[config.mk]
export PLATFORM = sky130hd
export DESIGN_NAME = pci_fifo_grant_decoder
export DESIGN_NICKNAME = d
export VERILOG_FILES = /design/src/rtl/pci_arb_pkg.sv /design/src/rtl/pci_id_fifo.sv /design/src/rtl/pci_fifo_grant_decoder.sv
export SDC_FILE = /design/constraint.sdc
export NUM_CORES = 1
export LEC_CHECK = 0
export BUFFER_PORTS_ARGS = -buffer_cell sky130_fd_sc_hd__buf_2
export CORE_MARGIN = 5
export CORE_UTILIZATION = 45
export CTS_CLUSTER_SIZE = 20
export DETAILED_ROUTE_END_ITERATION = 10
export HOLD_SLACK_MARGIN = 0.08
export SLEW_MARGIN = 5
export SYNTH_ARGS = -nofsm -noshare
export SYNTH_HDL_FRONTEND = slang
export SYNTH_SLANG_ARGS = --single-unit
[constraint.sdc]
create_clock -name clk -period 6.05 [get_ports clk]
set_clock_uncertainty 0.2 [all_clocks]
set_input_delay 0.9075 -clock clk [delete_from_list [all_inputs] [get_ports clk]]
set_output_delay 0.9075 -clock clk [all_outputs]
set_load 0.005 [all_outputs]
[src/rtl/pci_arb_pkg.sv]
// Shared sizes and index/one-hot helpers for the PCI FIFO-mode arbiter back end.
package pci_arb_pkg;

    localparam int N_DEV = 8;
    localparam int ID_W  = 3;

    // Index is one bit wider than ID_W so that out-of-range values can be rejected.
    function automatic logic [N_DEV-1:0] id_to_onehot_n(input logic [ID_W:0] id);
        logic [N_DEV-1:0] res;
        res = '1;
        if (int'(id) < N_DEV) begin
            res[id[ID_W-1:0]] = 1'b0;
        end
        return res;
    endfunction

    function automatic logic [ID_W-1:0] lowest_set(input logic [N_DEV-1:0] vec);
        logic [ID_W-1:0] res;
        res = '0;
        for (int i = N_DEV - 1; i >= 0; i--) begin
            if (vec[i]) begin
                res = ID_W'(i);
            end
        end
        return res;
    endfunction

endpackage

[src/rtl/pci_id_fifo.sv]
// Eight-entry ordering queue of device indices; head is read straight from storage.
module pci_id_fifo
    import pci_arb_pkg::*;
(
    input  logic            clk,
    input  logic            rst_n,
    input  logic            push,
    input  logic [ID_W-1:0] push_id,
    input  logic            pop,
    output logic [ID_W-1:0] head,
    output logic [ID_W:0]   count
);

    localparam logic [ID_W:0] FULL = (ID_W + 1)'(N_DEV);

    logic [ID_W-1:0] mem [N_DEV];
    logic [ID_W-1:0] wr_ptr;
    logic [ID_W-1:0] rd_ptr;
    logic            do_push;
    logic            do_pop;

    assign do_push = push && (count != FULL);
    assign do_pop  = pop && (count != '0);
    assign head    = mem[rd_ptr];

    always_ff @(posedge clk or negedge rst_n) begin
        if (!rst_n) begin
            for (int i = 0; i < N_DEV; i++) begin
                mem[i] <= '0;
            end
            wr_ptr <= '0;
            rd_ptr <= '0;
            count  <= '0;
        end else begin
            if (do_push) begin
                mem[wr_ptr] <= push_id;
                wr_ptr      <= wr_ptr + 1'b1;
            end
            if (do_pop) begin
                rd_ptr <= rd_ptr + 1'b1;
            end
            unique case ({do_push, do_pop})
                2'b10:   count <= count + 1'b1;
                2'b01:   count <= count - 1'b1;
                default: count <= count;
            endcase
        end
    end

endmodule

[src/rtl/pci_fifo_grant_decoder.sv]
// FIFO-mode grant back end: queues requesting devices in arrival order, grants the head.
module pci_fifo_grant_decoder
    import pci_arb_pkg::*;
(
    input  logic             clk,
    input  logic             rst_n,
    input  logic [N_DEV-1:0] req_n,
    input  logic             advance,
    output logic [N_DEV-1:0] gnt_n,
    output logic             gnt_valid,
    output logic [ID_W-1:0]  head_id,
    output logic [ID_W:0]    count
);

    logic [N_DEV-1:0] req_q;
    logic [N_DEV-1:0] queued;
    logic [N_DEV-1:0] queued_nxt;
    logic [N_DEV-1:0] candidate;
    logic [N_DEV-1:0] head_mask;
    logic [N_DEV-1:0] push_mask;
    logic [ID_W-1:0]  push_id;
    logic [ID_W-1:0]  fifo_head;
    logic             push;
    logic             pop;
    logic             not_empty;
    logic             head_withdrawn;

    pci_id_fifo u_fifo (
        .clk     (clk),
        .rst_n   (rst_n),
        .push    (push),
        .push_id (push_id),
        .pop     (pop),
        .head    (fifo_head),
        .count   (count)
    );

    assign not_empty      = (count != '0);
    assign head_id        = not_empty ? fifo_head : '0;
    assign head_mask      = ~id_to_onehot_n({1'b0, head_id});
    assign head_withdrawn = req_q[head_id];

    // A device already holding an entry is never a candidate, so the queue cannot overflow.
    assign candidate = ~req_q & ~queued;
    assign push      = |candidate;
    assign push_id   = lowest_set(candidate);
    assign push_mask = ~id_to_onehot_n({1'b0, push_id});
    assign pop       = not_empty && ((advance && gnt_valid) || head_withdrawn);

    always_comb begin
        queued_nxt = queued;
        if (pop) begin
            queued_nxt = queued_nxt & ~head_mask;
        end
        if (push) begin
            queued_nxt = queued_nxt | push_mask;
        end
    end

    always_ff @(posedge clk or negedge rst_n) begin
        if (!rst_n) begin
            req_q     <= '1;
            queued    <= '0;
            gnt_n     <= '1;
            gnt_valid <= 1'b0;
        end else begin
            req_q  <= req_n;
            queued <= queued_nxt;
            // A head being popped this cycle is never granted, whatever the reason.
            if (not_empty && !pop) begin
                gnt_n     <= id_to_onehot_n({1'b0, head_id});
                gnt_valid <= 1'b1;
            end else begin
                gnt_n     <= '1;
                gnt_valid <= 1'b0;
            end
        end
    end

endmodule

### Word level (Yosys, flattened, before mapping)

Cells that the tools add are included.

| word-level totals | value |
|---|---|
| register bits | 59 |
| input port bits | 11 |
| output and inout port bits | 16 |
| logic and storage cells | 80 |

| cells by class | value |
|---|---|
| add/subtract/negate cells | 4 |
| magnitude comparators | 7 |
| eq/ne operators | 3 |
| muxes and demuxes | 26 |
| bitwise gates (word level) | 12 |
| reductions and logical operators | 13 |

Operators with widths:

| operator | number |
|---|---|
| 8-bit NOT | 7 |
| 3-bit 2-to-1 mux | 12 |
| 24-bit bitwise mux | 1 |
| 8-bit 2-to-1 mux | 3 |
| 8-bit bitwise AND | 2 |
| 3-bit binary-select mux with 3-bit select | 1 |
| 3-bit demux with 3-bit select | 1 |
| 4-bit >= comparator (second input constant) | 2 |
| 1-bit logical AND | 8 |
| 3-bit by 4-bit < comparator with 1-bit output (second input constant) | 2 |
| 3-bit NOT with 4-bit output | 2 |
| 8-bit bitwise OR | 1 |
| 4-bit case mux with 2 select lines | 1 |
| 8-bit OR reduction | 1 |
| 3-bit by 1-bit adder with 3-bit output (second input constant) | 2 |
| 1-bit demux with 3-bit select | 2 |
| 3-bit by 1-bit >= comparator with 1-bit output (second input constant) | 2 |
| 4-bit by 1-bit adder with 4-bit output (second input constant) | 1 |
| 4-bit by 1-bit < comparator with 1-bit output (second input constant) | 1 |
| 1-bit 2-to-1 mux | 4 |
| 4-bit inequality test (second input constant) | 1 |
| 4-bit nonzero test | 1 |
| 4-bit by 1-bit subtractor with 4-bit output (second input constant) | 1 |
| 1-bit binary-select mux with 3-bit select | 1 |
| other kinds (5) | 5 |

### Depth between registers and ports, before layout

| depth | value |
|---|---|
| depth in word-level cells | 18 |
| mapped depth | 17 |
| mapped depth without buffers | 15 |

### Hierarchy

A second synthesis with hierarchy kept.

| second synthesis, totals | value |
|---|---|
| cell total of the unflattened synthesis | 235 |
| area, all modules | 2,947.8 µm² |

Modules (own cells, without submodules):

| module | instances | cells each | area an instance (µm²) | seq. area each (µm²) |
|---|---|---|---|---|
| pci_id_fifo | 1 | 117 | 1,719.1 | 850.8 |
| pci_fifo_grant_decoder | 1 | 118 | 1,228.7 | 645.6 |

### Worst setup path after synthesis

OpenSTA, ideal clock, no wires.

| timing path | value |
|---|---|
| kind | register to register |
| start point | register u_fifo.rd_ptr[1] |
| end point | register u_fifo.count[3] |
| library setup time | 0.129 ns |
| data arrival time | 3.435 ns |
| data required time | 5.721 ns |
| setup slack | 2.286 ns |
| stages on the path, launching flop included | 17 |
| path buffers | 2 |
| cells stage by stage | dfrtp_1 buf_4 buf_12 mux2i_1 mux4_2 mux2_1 and3_4 a311oi_4 a21boi_2 nor2_1 ha_1 ha_1 a21o_1 a21oi_1 xnor2_1 nor2_1 xor2_1 |

| on the way | value |
|---|---|
| word-level cells in the longest chain between the ends | 12 |

RTL lines:

| what | line | RTL |
|---|---|---|
| start, declared | pci_id_fifo.sv:18 | `logic [ID_W-1:0] rd_ptr;` |
| start signal, assigned | pci_id_fifo.sv:40 | `rd_ptr <= rd_ptr + 1'b1;` |
| 3-bit NOT with 4-bit output (implied by the code) * | pci_id_fifo.sv:24 | `assign head = mem[rd_ptr];` |
| 3-bit binary-select mux with 3-bit select * | pci_id_fifo.sv:24 |  |
| 3-bit 2-to-1 mux (implied by the code) * (2 in series) | pci_id_fifo.sv:24 |  |
| 3-bit 2-to-1 mux * | pci_fifo_grant_decoder.sv:39 | `assign head_id = not_empty ? fifo_head : '0;` |
| 1-bit binary-select mux with 3-bit select * | pci_fifo_grant_decoder.sv:41 | `assign head_withdrawn = req_q[head_id];` |
| 1-bit 2-to-1 mux (implied by the code) * | pci_fifo_grant_decoder.sv:41 |  |
| 1-bit logical OR * | pci_fifo_grant_decoder.sv:48 | `assign pop = not_empty && ((advance && gnt_valid) \|\| head_withdrawn);` |
| 1-bit logical AND * | pci_fifo_grant_decoder.sv:48 |  |
| 1-bit logical AND * | pci_id_fifo.sv:23 | `assign do_pop = pop && (count != '0);` |
| 2-bit by 1-bit == test with 1-bit output / 2-bit == test (equally long branches) | pci_id_fifo.sv:42 | `unique case ({do_push, do_pop})` |
| 4-bit case mux with 2 select lines / 2-bit nonzero test (equally long branches) | - |  |
| end signal, assigned | pci_id_fifo.sv:43 | `2'b10: count <= count + 1'b1;` |
| end signal, assigned | pci_id_fifo.sv:44 | `2'b01: count <= count - 1'b1;` |
| end signal, assigned | pci_id_fifo.sv:45 | `default: count <= count;` |
| end, declared | pci_id_fifo.sv:11 | `output logic [ID_W:0] count` |

Every way passes the cells marked *; elsewhere a longest branch is shown, timed or not. The select of a mux whose other input is x is not followed.
A chain may end at the register's enable or synchronous reset.

### Final worst setup path

Ends and elaborated chain as after synthesis.

==> reports/results.ini <==
[outcome]
outcome = finished, final reports clean

[yosys]
syn_inst = 241
synth.yosys.seq_area_share_pct = 51.1
synth_cell_types = 59
avgSynthCellArea_um2 = 12.1
synth-async-reset-ratio_pct = 100
yosys_warnings = 0
synth-seq-cells = 59
synth_enable_flop_cells = 0
syn-num-nets = 258
synth_flop_cell = dfrtp_1
syn-cell-area_um2 = 2930

[global_route]
grt_first_pass_wirelength_mm = 9.78
grt_max_degree = 60
antenna_found_initial = 0
grt_usage_pct = 15.1
grt-ovfl-total = 0
grt_pass1_vias = 1900

[detailed_routing]
wl_per_cell_um = 16.8
drt_first_iter_violations = 110
wl_mm = 5.91
drt.antenna.violating_nets = 0
drc = 0
via_count = 1935
drtPass1Iterations = 4
vias_per_cell = 5.50

[cells_and_area]
nets = 287
layout_common_cells = 43 x dfrtp_1, 26 x buf_2, 19 x nor2_1, 17 x mux2_1, 16 x dfstp_2
layout_commonest_cell = dfrtp_1
area_delta_synth_final_pct = 13.4
n_antenna_cell = 0
register_area_um2 = 1500
fin_area_um2 = 3320
layout-drive-gt1-share_pct = 30.2
multi_input_area_um2 = 1330
fillers = 552

[floorplan]
die_w_um = 90.7
dieArea_um2 = 8220
row_count = 29
io_pins = 27
start_util_pct = 46.1
core-area_um2 = 6350
die_h_um = 90.7

[setup_path]
rr_endpoint = u_fifo.count[3]$_DFFE_PN0P_
start_kind = flop
cp.required_ns = 6.06
critical_path_arrival_ns = 4.73
worstPathMaxFanout = 14
crit_end = u_fifo.count[3]$_DFFE_PN0P_
end_kind = flop
reg2reg_from = u_fifo.rd_ptr[1]$_DFFE_PN0N_
crit_start = u_fifo.rd_ptr[1]$_DFFE_PN0N_
rrSetupSlack_ns = 1.33
critPathKind = flop to flop
rr_worst_depth = 15

[clocking]
htree_levels = 3
cts_buffers = 9
clk_pin_slew_ns = 0.07
clk_latency_ns = 0.34
cts.sinks = 59
cts_root_buffer = clkbuf_8
cts_tree = yes
clockBufferDepth = 2
cts_hold_buf = 0
cts_resized = 0
cts_setup_buffers = 0

[sta]
setup_tns_ns = 0
fmax_mhz = 212
worst_slack_ns = 1.33
slew_violations = 0
slew-limit-headroom_pct = 19.5
finalCritPeriodShare_pct = 77.9
min_period_ns = 4.72
finalHoldViolCount = 0
holdWs_ns = 0.289
finalSetupViolCount = 0
tightest_slew_ns = 1.21
grt_setup_unrepaired = false

[power]
p_per_area_nw_per_um2 = 588
p_leak_nw = 1.46
p_int_mw = 1.18
sw_frac_of_total_pct = 39.7
peakVddDrop_uv = 335
clkPwrFrac_pct = 20.5
power_frac_seq_pct = 33.5
comb_power_share_pct = 46.1
p_sw_mw = 0.774

[placed_design]
numPortBuffers = 26
globalplace.congestion = 0.852
placed_area_um2 = 3100
dp_hpwl_mm = 4.24
post-place-ws_ns = 1.33

[flow_run]
drv_cap = 0

[hold_path]
hold_class = flop to flop

==> routing by layer <==
metal / vias up / track usage, % / wire length, um / part of all wire [%]
li1: 933 / - / - / -
met1: 933 / 22.3 / 2890 / 49
met2: 60 / 20.6 / 2600 / 44
met3: 9 / 2.58 / 312 / 5.3
met4: 0 / 8.56 / 111 / 1.9
met5: - / 0 / 0 / 0
==> area by class of cell <==
type | count | share of cell area, %
sequential | 59 | 45.1
multi-input combinational | 161 | 39.9
clock buffer | 12 | 4.37
timing repair buffer | 27 | 4.14
tap | 77 | 2.90
clock inverter | 4 | 2.26
inverter | 12 | 1.36
==> kinds of logic after synthesis <==
kind of cell             share of synthesized area, %
multiplexers                                     16.7
XOR/XNOR                                         1.80
buffers and inverters                            3.63
adder cells (fa/ha/maj)                          2.82
AND/OR/NAND/NOR                                  12.5
AO/OA/AOI/OAI                                    11.5
flip-flops                                       51.1
==> sequential cells by signal (all words and copies together) (netlist names) <==
name and flops:
req_q 8, gnt_n 8, gnt_valid 1, u_fifo.count 4, u_fifo.rd_ptr 3, queued 8
u_fifo.wr_ptr 3, u_fifo.mem 24
==> worst min-delay path by stage <==
stage                                          start  slack, ns                          to  cells after the start
after global placement    u_fifo.mem[20]$_DFFE_PN0P_       0.27  u_fifo.mem[20]$_DFFE_PN0P_                      1
after floorplan           u_fifo.mem[19]$_DFFE_PN0P_       0.25  u_fifo.mem[19]$_DFFE_PN0P_                      1
after detailed placement   u_fifo.mem[8]$_DFFE_PN0P_       0.28   u_fifo.mem[8]$_DFFE_PN0P_                      1
final                      u_fifo.mem[8]$_DFFE_PN0P_       0.29   u_fifo.mem[8]$_DFFE_PN0P_                      1
after CTS                  u_fifo.mem[8]$_DFFE_PN0P_       0.29   u_fifo.mem[8]$_DFFE_PN0P_                      1
after global routing      u_fifo.mem[18]$_DFFE_PN0P_       0.31  u_fifo.mem[18]$_DFFE_PN0P_                      1
==> Yosys cell counts, drive strengths merged (5+ instances only) <==
library cell  instances  area [um^2]
dfrtp                43         1080
mux2i                14          140
mux2                 27          304
o21ai                 6         33.8
ha                    5         62.6
inv                  12         45.0
nand2                14         52.6
buf                   5         46.3
dfstp                16          420
nor2                 20         82.6
nand3                11         55.1
o22ai                 5         31.3
==> power by group through the flow <==
stage / Sequential, mW / Combinational [mW] / Clock (mW)
after global placement: 0.659 / 0.895 / 0
after floorplan: 0.599 / 0.775 / 0
final: 0.653 / 0.899 / 0.400
after CTS: 0.652 / 0.908 / 0.408
after detailed placement: 0.656 / 0.906 / 0
after global routing: 0.672 / 1.00 / 0.427
==> critical path: stages, from the launching register on <==
cell      delay [ns]
dfrtp_1         0.78
mux2i_1         0.19
mux4_2          0.49
nand2b_2        0.34
inv_2           0.24
o31ai_2         0.13
a311oi_4        0.54
a21boi_2        0.36
nor2_1          0.12
ha_1            0.26
ha_1            0.27
a21o_1          0.17
a21oi_1         0.16
xnor2_1         0.13
nor2_1          0.06
xor2_1          0.14
==> metrics by stage <==
step	power (mW)	std cells	util, %
floorplan	1.37	241	-
global placement	1.55	336	48.8
detailed placement	1.56	336	48.8
CTS	1.97	352	52.3
global route	2.10	352	52.3
finish	1.95	352	52.3
No activity file was read; power rests on OpenSTA's default activity.
